--- config.mk ---
export PLATFORM = sky130hd
export DESIGN_NAME = if_stage_flat
export DESIGN_NICKNAME = d
export VERILOG_FILES = /design/src/rtl/if_stage_if.sv /design/src/rtl/if_stage.sv /design/src/flat_wrapper.sv
export SDC_FILE = /design/constraint.sdc
export NUM_CORES = 1
export LEC_CHECK = 0
export ABC_CLOCK_PERIOD_IN_PS = 1800
export BUFFER_PORTS_ARGS = -buffer_cell sky130_fd_sc_hd__buf_2
export CAP_MARGIN = 10
export CORE_MARGIN = 2
export CORE_UTILIZATION = 40
export DETAILED_ROUTE_END_ITERATION = 6
export HOLD_SLACK_MARGIN = 0.15
export PLACE_DENSITY = 0.81
export SYNTH_ARGS = -nofsm -noshare
export SYNTH_HDL_FRONTEND = slang
export SYNTH_SLANG_ARGS = --single-unit
--- constraint.sdc ---
create_clock -name clk -period 1.8 [get_ports clk]
set_input_delay 0.36 -clock clk [delete_from_list [all_inputs] [get_ports clk]]
set_output_delay 0.36 -clock clk [all_outputs]
set_load 0.02 [all_outputs]
--- src/rtl/if_stage_if.sv ---
// Instruction-memory bus between the fetch stage and instruction memory.
// The fetch stage drives the address and read enable. Memory answers
// combinationally in the same cycle.
interface if_stage_if;
    logic [15:0] imem_addr;
    logic        imem_en;
    logic [15:0] imem_rdata;

    modport master (
        output imem_addr,
        output imem_en,
        input  imem_rdata
    );

    modport slave (
        input  imem_addr,
        input  imem_en,
        output imem_rdata
    );
endinterface

--- src/rtl/if_stage.sv ---
// Instruction fetch stage.
// Holds the fetch PC and the IF/ID pipeline register.
// Edge priority, highest first: reset, redirect, stall, halted, normal fetch.
// An HLT opcode freezes the PC on the instruction that carries it.
// Fetch then stays frozen until a redirect or a reset.
module if_stage #(
    parameter logic [15:0] RESET_PC   = 16'h0000,
    parameter logic [3:0]  HLT_OPCODE = 4'hF
) (
    input  logic        clk,
    input  logic        rst,
    input  logic        stall,
    input  logic        branch_taken,
    input  logic [15:0] branch_target,
    if_stage_if.master  imem,
    output logic [15:0] pc,
    output logic [15:0] ifid_instr,
    output logic [15:0] ifid_pc_plus2,
    output logic        ifid_valid,
    output logic        halted,
    output logic [15:0] fetch_cnt
);

    logic [15:0] pc_plus2;
    logic        is_hlt;
    logic [15:0] cnt_next;

    // The next sequential address wraps modulo 2^16.
    assign pc_plus2 = pc + 16'd2;
    assign is_hlt   = (imem.imem_rdata[15:12] == HLT_OPCODE);
    // The fetch counter sticks at all-ones instead of wrapping.
    assign cnt_next = (fetch_cnt == 16'hFFFF) ? fetch_cnt : fetch_cnt + 16'd1;

    assign imem.imem_addr = pc;
    assign imem.imem_en   = ~rst & ~halted;

    // PC, IF/ID register, halt flag and fetch counter, in edge-priority order.
    always_ff @(posedge clk) begin
        if (rst) begin
            pc            <= RESET_PC;
            ifid_instr    <= 16'h0000;
            ifid_pc_plus2 <= 16'h0000;
            ifid_valid    <= 1'b0;
            halted        <= 1'b0;
            fetch_cnt     <= 16'h0000;
        end else if (branch_taken) begin
            // A redirect wins over stall and halt.
            // It leaves a bubble in IF/ID and resumes fetch.
            pc         <= branch_target;
            ifid_instr <= 16'h0000;
            ifid_valid <= 1'b0;
            halted     <= 1'b0;
        end else if (stall) begin
            // Everything holds.
            // An HLT sitting on the bus is seen again after the stall releases.
        end else if (halted) begin
            ifid_valid <= 1'b0;
        end else begin
            ifid_instr    <= imem.imem_rdata;
            ifid_pc_plus2 <= pc_plus2;
            ifid_valid    <= 1'b1;
            fetch_cnt     <= cnt_next;
            if (is_hlt) begin
                halted <= 1'b1;
            end else begin
                pc <= pc_plus2;
            end
        end
    end

endmodule

--- src/flat_wrapper.sv ---
// flat-port wrapper written by rule: the top's interface ports become plain ports
module if_stage_flat 
#(
    parameter logic [15:0] RESET_PC   = 16'h0000,
    parameter logic [3:0]  HLT_OPCODE = 4'hF
)
  (clk, rst, stall, branch_taken, branch_target, pc, ifid_instr, ifid_pc_plus2, ifid_valid, halted, fetch_cnt, imem_imem_addr, imem_imem_en, imem_imem_rdata);
  if_stage_if imem_i ();
  input  logic clk;
  input  logic rst;
  input  logic stall;
  input  logic branch_taken;
  input  logic [15:0] branch_target;
  output logic [15:0] pc;
  output logic [15:0] ifid_instr;
  output logic [15:0] ifid_pc_plus2;
  output logic ifid_valid;
  output logic halted;
  output logic [15:0] fetch_cnt;
  output wire logic [$bits(imem_i.imem_addr)-1:0] imem_imem_addr;
  output wire logic [$bits(imem_i.imem_en)-1:0] imem_imem_en;
  input wire logic [$bits(imem_i.imem_rdata)-1:0] imem_imem_rdata;
  assign imem_imem_addr = imem_i.imem_addr;
  assign imem_imem_en = imem_i.imem_en;
  assign imem_i.imem_rdata = imem_imem_rdata;
  if_stage #(.RESET_PC(RESET_PC), .HLT_OPCODE(HLT_OPCODE)) u_core (.clk(clk), .rst(rst), .stall(stall), .branch_taken(branch_taken), .branch_target(branch_target), .imem(imem_i), .pc(pc), .ifid_instr(ifid_instr), .ifid_pc_plus2(ifid_pc_plus2), .ifid_valid(ifid_valid), .halted(halted), .fetch_cnt(fetch_cnt));
endmodule
==> flow_metrics.py, run 1 <==
metrics = {
    "synth": {
        "synth.area.top_cells": "dfxtp_1, nand2_1, nor2_1, a211oi_1, a21oi_1",
        "yosys.area.top_type": "dfxtp_1",
        "yosysTopAreaCellShare_pct": 41.1,
        "synth_edf_count": 0,
        "yosys_most_used_dff": "dfxtp_1",
        "synthCells": 391,
        "ys_warn_count": 0,
        "async_reset_ff_share_pct": 0,
        "ys_ff_latch": 66,
        "synthesis.area_um2": 3210,
        "syn_nets": 429,
        "ys_seq_area_share_pct": 41.1,
        "synth.distinct_cells": 43,
        "syn_avg_cell_area_um2": 8.21,
    },
    "critical_path": {
        "r2r_start": "u_core.imem.imem_addr[1]",
        "reg2reg_depth": 5,
        "critical_path_class": "register to register",
        "required_ps": 2050,
        "crit-reg2reg-capture": "u_core.imem.imem_addr[15]",
        "cp.arrival_ps": 1960,
        "crit_fanout": 6,
        "r2r_setup_slack_ps": 90,
        "crit_path_end_kind": "register",
        "worstSetupStartpointType": "register",
    },
    "timing": {
        "slew_headroom_pct": 74.6,
        "holdWs_ps": 248,
        "min_period_ps": 1710,
        "finalSetupViolations": 0,
        "hold_viol_final": 0,
        "rsz0062_at_grt": "no",
        "fmax_mhz": 585,
        "fin_worst_skew_ps": 13.0,
        "fin_crit_sh_pct": 94.9,
        "maxSlewViolCount": 0,
        "worst_slew_pin_slew_ps": 372,
    },
    "cts": {
        "clkTransAtPathRegs_ps": 70,
        "hold_buffers": 0,
        "cts_tree": "done",
        "cts_root_buffer": "clkbuf_8",
        "clockBufferDepth": 2,
        "numCtsBuffers": 9,
        "clkLatencyLatePin_ps": 350,
        "cts_sinks": 66,
        "ctsHtreeMaxLevel": 3,
    },
    "final_layout": {
        "drive_above_1_share_pct": 38.0,
        "final_core_util_pct": 55.3,
        "final_cell_mix": "buf_2, dfxtp_1, nand2_1",
        "antenna_cells": 0,
        "final_nets": 564,
        "syn_to_final_growth_pct": 33.8,
        "layout_commonest_cell": "buf_2",
    },
    "floorplan": {
        "start_util_pct": 41.3,
        "placementRows": 32,
        "ios": 119,
        "fp.dieW_um": 93.6,
        "core_um2": 7770,
        "die-area_um2": 8760,
        "die_h_um": 93.6,
    },
    "placed_design": {
        "gp_congestion": 0.935,
        "io_buffer_count": 118,
        "hpwlAfterDp_um": 6790,
    },
    "global_routing": {
        "overflow": 0,
        "antenna_found_initial": 0,
        "grt_pass1_vias": 3066,
        "grt_max_degree": 31,
        "grt_pass1_wl_um": 14200,
        "grt_use_total_pct": 20.3,
    },
    "flow_run": {
        "maxCapViolCount": 0,
    },
    "pwr": {
        "powerDensity_nw_per_um2": 778,
        "ir_drop_mv": 0.372,
        "p_leak_nw": 1.82,
    },
    "routing": {
        "dr.pass1.iters": 4,
        "num_vias": 3394,
        "vias_per_cell": 5.36,
        "ant_nets": 0,
        "drt-initial-drc-count": 117,
        "drc": 0,
        "wl_per_cell_um": 14.4,
        "routed_wl_um": 9140,
    },
    "min_path": {
        "holdCritStartpoint": "imem_imem_rdata[9]",
        "hold_class": "input port to register",
        "hold_path_end": "u_core.ifid_instr[9]",
        "whs_path_depth": 3,
    },
    "outcome": {
        "status": "finished, final reports clean",
    },
}
==> synthesized netlist by cell type, types with 6 or more instances <==
cell,n
clkbuf_1,18
or4_1,8
buf_4,17
nor3_1,6
or3_1,10
nand4_1,15
nand2_1,49
xnor2_1,7
o21ai_0,10
a21oi_1,27
dfxtp_1,66
xor2_1,11
a311oi_1,10
nor2_1,44
a211oi_1,21
nand3_1,14
o31ai_1,7
nor4_1,8
==> routing by layer <==
metal | part of all wire, % | vias up | track usage, %
met5 | 0 | - | 0
met1 | 44 | 1590 | 26.3
li1 | - | 1679 | -
met3 | 6.1 | 14 | 4.19
met2 | 48 | 111 | 32.8
met4 | 1.7 | 0 | 8.82
==> critical path: stages, from the launching register on <==
cell      delay [ps]
dfxtp_4          350
ha_2             180
and3_4           200
nand3_2          120
or4_1            520
a311oi_1         250
==> repair_timing <==
item / 4_1_cts / 5_1_grt
endpoints found under the setup margin: 0 / 5
gates resized for setup: 0 / 4
hold endpoints to repair: 0 / 0
setup buffers: 0 / 1
==> how the worst max path moves through the flow <==
stage               cells after the start  slack (ps)                      from                   endpoint
floorplan                               5         -60                     stall        u_core.fetch_cnt[9]
global placement                        5         -80                     stall        u_core.fetch_cnt[9]
detailed placement                      5         -80                     stall        u_core.fetch_cnt[9]
CTS                                     5          40  u_core.imem.imem_addr[1]  u_core.imem.imem_addr[15]
global route                            5           2  u_core.imem.imem_addr[1]  u_core.imem.imem_addr[14]
finish                                  5          90  u_core.imem.imem_addr[1]  u_core.imem.imem_addr[15]
==> kinds of logic after synthesis <==
logic type,share of synthesized area [%]
fa+ha+maj,0.779
buf+inv,8.26
mux,1.29
flops,41.1
compound gates,16.9
simple gates,26.7
xor+xnor,4.91
==> per-stage QoR <==
| step | TNS, ps | power [mW] | cells | instance area (um^2) | worst slack (ps) |
|---|---|---|---|---|---|
| finish | 0 | 3.34 | 633 | 4300 | 91.4 |
| global route | 0 | 3.49 | 633 | 4300 | 2.23 |
| CTS | 0 | 3.38 | 632 | 4270 | 41.5 |
| detailed placement | -145 | 2.14 | 616 | 4080 | -80.3 |
| global placement | -78.2 | 2.13 | 616 | 4080 | -78.2 |
| floorplan | -86.0 | 1.95 | 391 | 3240 | -57.2 |
==> report_power, final <==
part           internal [mW]  switching (mW)
Clock                  0.642           0.594
Sequential              1.52          0.0493
Combinational          0.205           0.327
Total                   2.37           0.970
==> state kept, by name, summed over array words and instances (netlist names) <==
register and flops:
u_core.fetch_cnt 16, u_core.ifid_instr 16, u_core.ifid_valid 1, u_core.imem.imem_addr 16
u_core.halted 1, u_core.ifid_pc_plus2 16
==> area by class of cell <==
class                   instances  area [um^2]
fillers                       749         3470
inverters                       4         15.0
repair buffers                166          963
flip-flops and latches         66         1330
multi-input cells             279         1660
clock buffers                  10          128
clock inverters                 6         67.6
well taps                     102          128
No activity file was read; power rests on OpenSTA's default activity.
==> run 2: changes to the inputs <==
==> constraint.sdc (replaced) <==
create_clock -name clk -period 1.8 [get_ports clk]
set_input_delay 0.09 -clock clk [delete_from_list [all_inputs] [get_ports clk]]
set_output_delay 0.09 -clock clk [all_outputs]
set_load 0.02 [all_outputs]
==> run 2 against run 1 <==
  * Final cell count is 2.8% higher
  * Setup slack worse by 23 ps
  * Highest routed layer unchanged
  * Sequential share of layout area is 1.5 points lower
  * Utilization is 2.9 points higher
  * Worst hold slack better by 38 ps
  * Via count is 3.9% higher
  * Global-route usage is 2.5 points higher
  * Clock-buffer cell count is 2 higher
  * Critical endpoint is now u_core.fetch_cnt[9]
==> flow_metrics.py, run 2 (synthesized netlist as in run 1, its figures left out) <==
metrics = {
    "routing": {
        "drt-initial-drc-count": 156,
        "dr.pass1.iters": 5,
        "drc": 0,
        "num_vias": 3526,
        "ant_nets": 0,
        "vias_per_cell": 5.42,
        "routed_wl_um": 9950,
        "wl_per_cell_um": 15.3,
    },
    "final_layout": {
        "final_cell_mix": "buf_2, dfxtp_1, nand2_1",
        "finalInstanceArea_um2": 4520,
        "multi_input_area_um2": 1690,
        "seqCellArea_um2": 1340,
        "drive_above_1_share_pct": 34.6,
        "final_core_util_pct": 58.2,
        "antenna_cells": 0,
        "fillers": 697,
        "final_nets": 583,
        "layout_commonest_cell": "buf_2",
        "syn_to_final_growth_pct": 40.8,
    },
    "outcome": {
        "status": "finished, final reports clean",
    },
    "cts": {
        "clkLatencyLatePin_ps": 340,
        "clockBufferDepth": 2,
        "cts_root_buffer": "clkbuf_8",
        "numCtsBuffers": 9,
        "cts_tree": "done",
        "cts_sinks": 66,
        "clkTransAtPathRegs_ps": 70,
        "ctsHtreeMaxLevel": 3,
    },
    "pwr": {
        "p_leak_nw": 1.89,
        "ir_drop_mv": 0.376,
        "power.total_mw": 3.24,
        "powerDensity_nw_per_um2": 717,
    },
    "timing": {
        "hold_viol_final": 0,
        "fin_worst_skew_ps": 9.78,
        "worst_slew_pin_slew_ps": 430,
        "finalSetupViolations": 0,
        "fmax_mhz": 577,
        "fin_crit_sh_pct": 96.2,
        "maxSlewViolCount": 0,
        "holdWs_ps": 286,
        "min_period_ps": 1730,
        "slew_headroom_pct": 70.6,
    },
    "floorplan": {
        "fp.dieW_um": 93.6,
        "die_h_um": 93.6,
        "placementRows": 32,
        "start_util_pct": 41.3,
        "die-area_um2": 8760,
        "core_um2": 7770,
        "ios": 119,
    },
    "critical_path": {
        "cpMaxStageDelayCell": "or4_4",
        "required_ps": 2070,
        "path_cells": "nand4_1, or3_4, or4_4, a21oi_2",
        "max_stage_delay_ps": 490,
        "cp.arrival_ps": 2000,
        "reg2reg_depth": 4,
        "crit_fanout": 6,
        "crit_path_end_kind": "register",
        "worstSetupStartpointType": "register",
        "critical_path_class": "register to register",
    },
    "global_routing": {
        "grt_pass1_wl_um": 16100,
        "grt_use_total_pct": 22.8,
        "grt_max_degree": 39,
        "antenna_found_initial": 0,
        "overflow": 0,
        "grt_pass1_vias": 3454,
    },
    "placed_design": {
        "gp_congestion": 0.973,
        "placed_cell_area_um2": 3950,
        "hpwlAfterDp_um": 6650,
        "io_buffer_count": 118,
    },
    "min_path": {
        "hold_class": "input port to register",
        "whs_path_depth": 4,
    },
    "flow_run": {
        "maxCapViolCount": 0,
    },
}
[run 2: power by group]
part / leakage, nW / internal, mW / switching (mW)
combinational: 1.26 / 0.242 / 0.341
sequential: 0.543 / 1.52 / 0.0508
clock: 0.0822 / 0.527 / 0.557
[run 2: per-layer routing]
layer	track usage [%]	vias up	part of all wire, %
li1	-	1704	-
met5	0	-	0
met1	27.9	1666	42
met4	7.97	0	1.3
met3	5.40	13	5.8
met2	39.1	143	51
[run 2: worst paths after layout]
check | startpoint | to | slack, ps
setup reg to reg | u_core.fetch_cnt[1] | u_core.fetch_cnt[9] | 70
hold reg to reg | u_core.ifid_valid | u_core.ifid_valid | 460
setup / recovery | u_core.fetch_cnt[1] | u_core.fetch_cnt[9] | 70
hold / removal | stall | u_core.fetch_cnt[4] | 290
[run 2: metrics by stage]
step | cells | setup TNS (ps) | setup WS (ps)
after floorplan | 391 | -38.3 | -28.8
after global placement | 599 | 0 | 96.4
after detailed placement | 599 | 0 | 48.5
after CTS | 650 | 0 | 26.4
after global routing | 651 | -0.761 | -0.761
final | 651 | 0 | 68.0
[run 2: cell type report]
type / count / share of cell area (%)
well taps: 102 / 2.82
clock inverters: 3 / 0.387
flip-flops and latches: 66 / 29.6
clock buffers: 12 / 3.21
repair buffers: 185 / 26.4
multi-input cells: 279 / 37.3
inverters: 4 / 0.332
[run 2: worst max-delay path, delay by kind of cell (launching register included)]
kind | cells | cell delay [ps]
AOI/OAI and AO/OA | 1 | 120
DFF | 1 | 440
and+or+nand+nor | 3 | 1120
[run 2: timing repair]
action	CTS	global route
hold buffers	36	0
endpoints found under the hold margin	40	0
buffers inserted	0	2
gates resized for setup	0	10
setup endpoints to repair	0	14
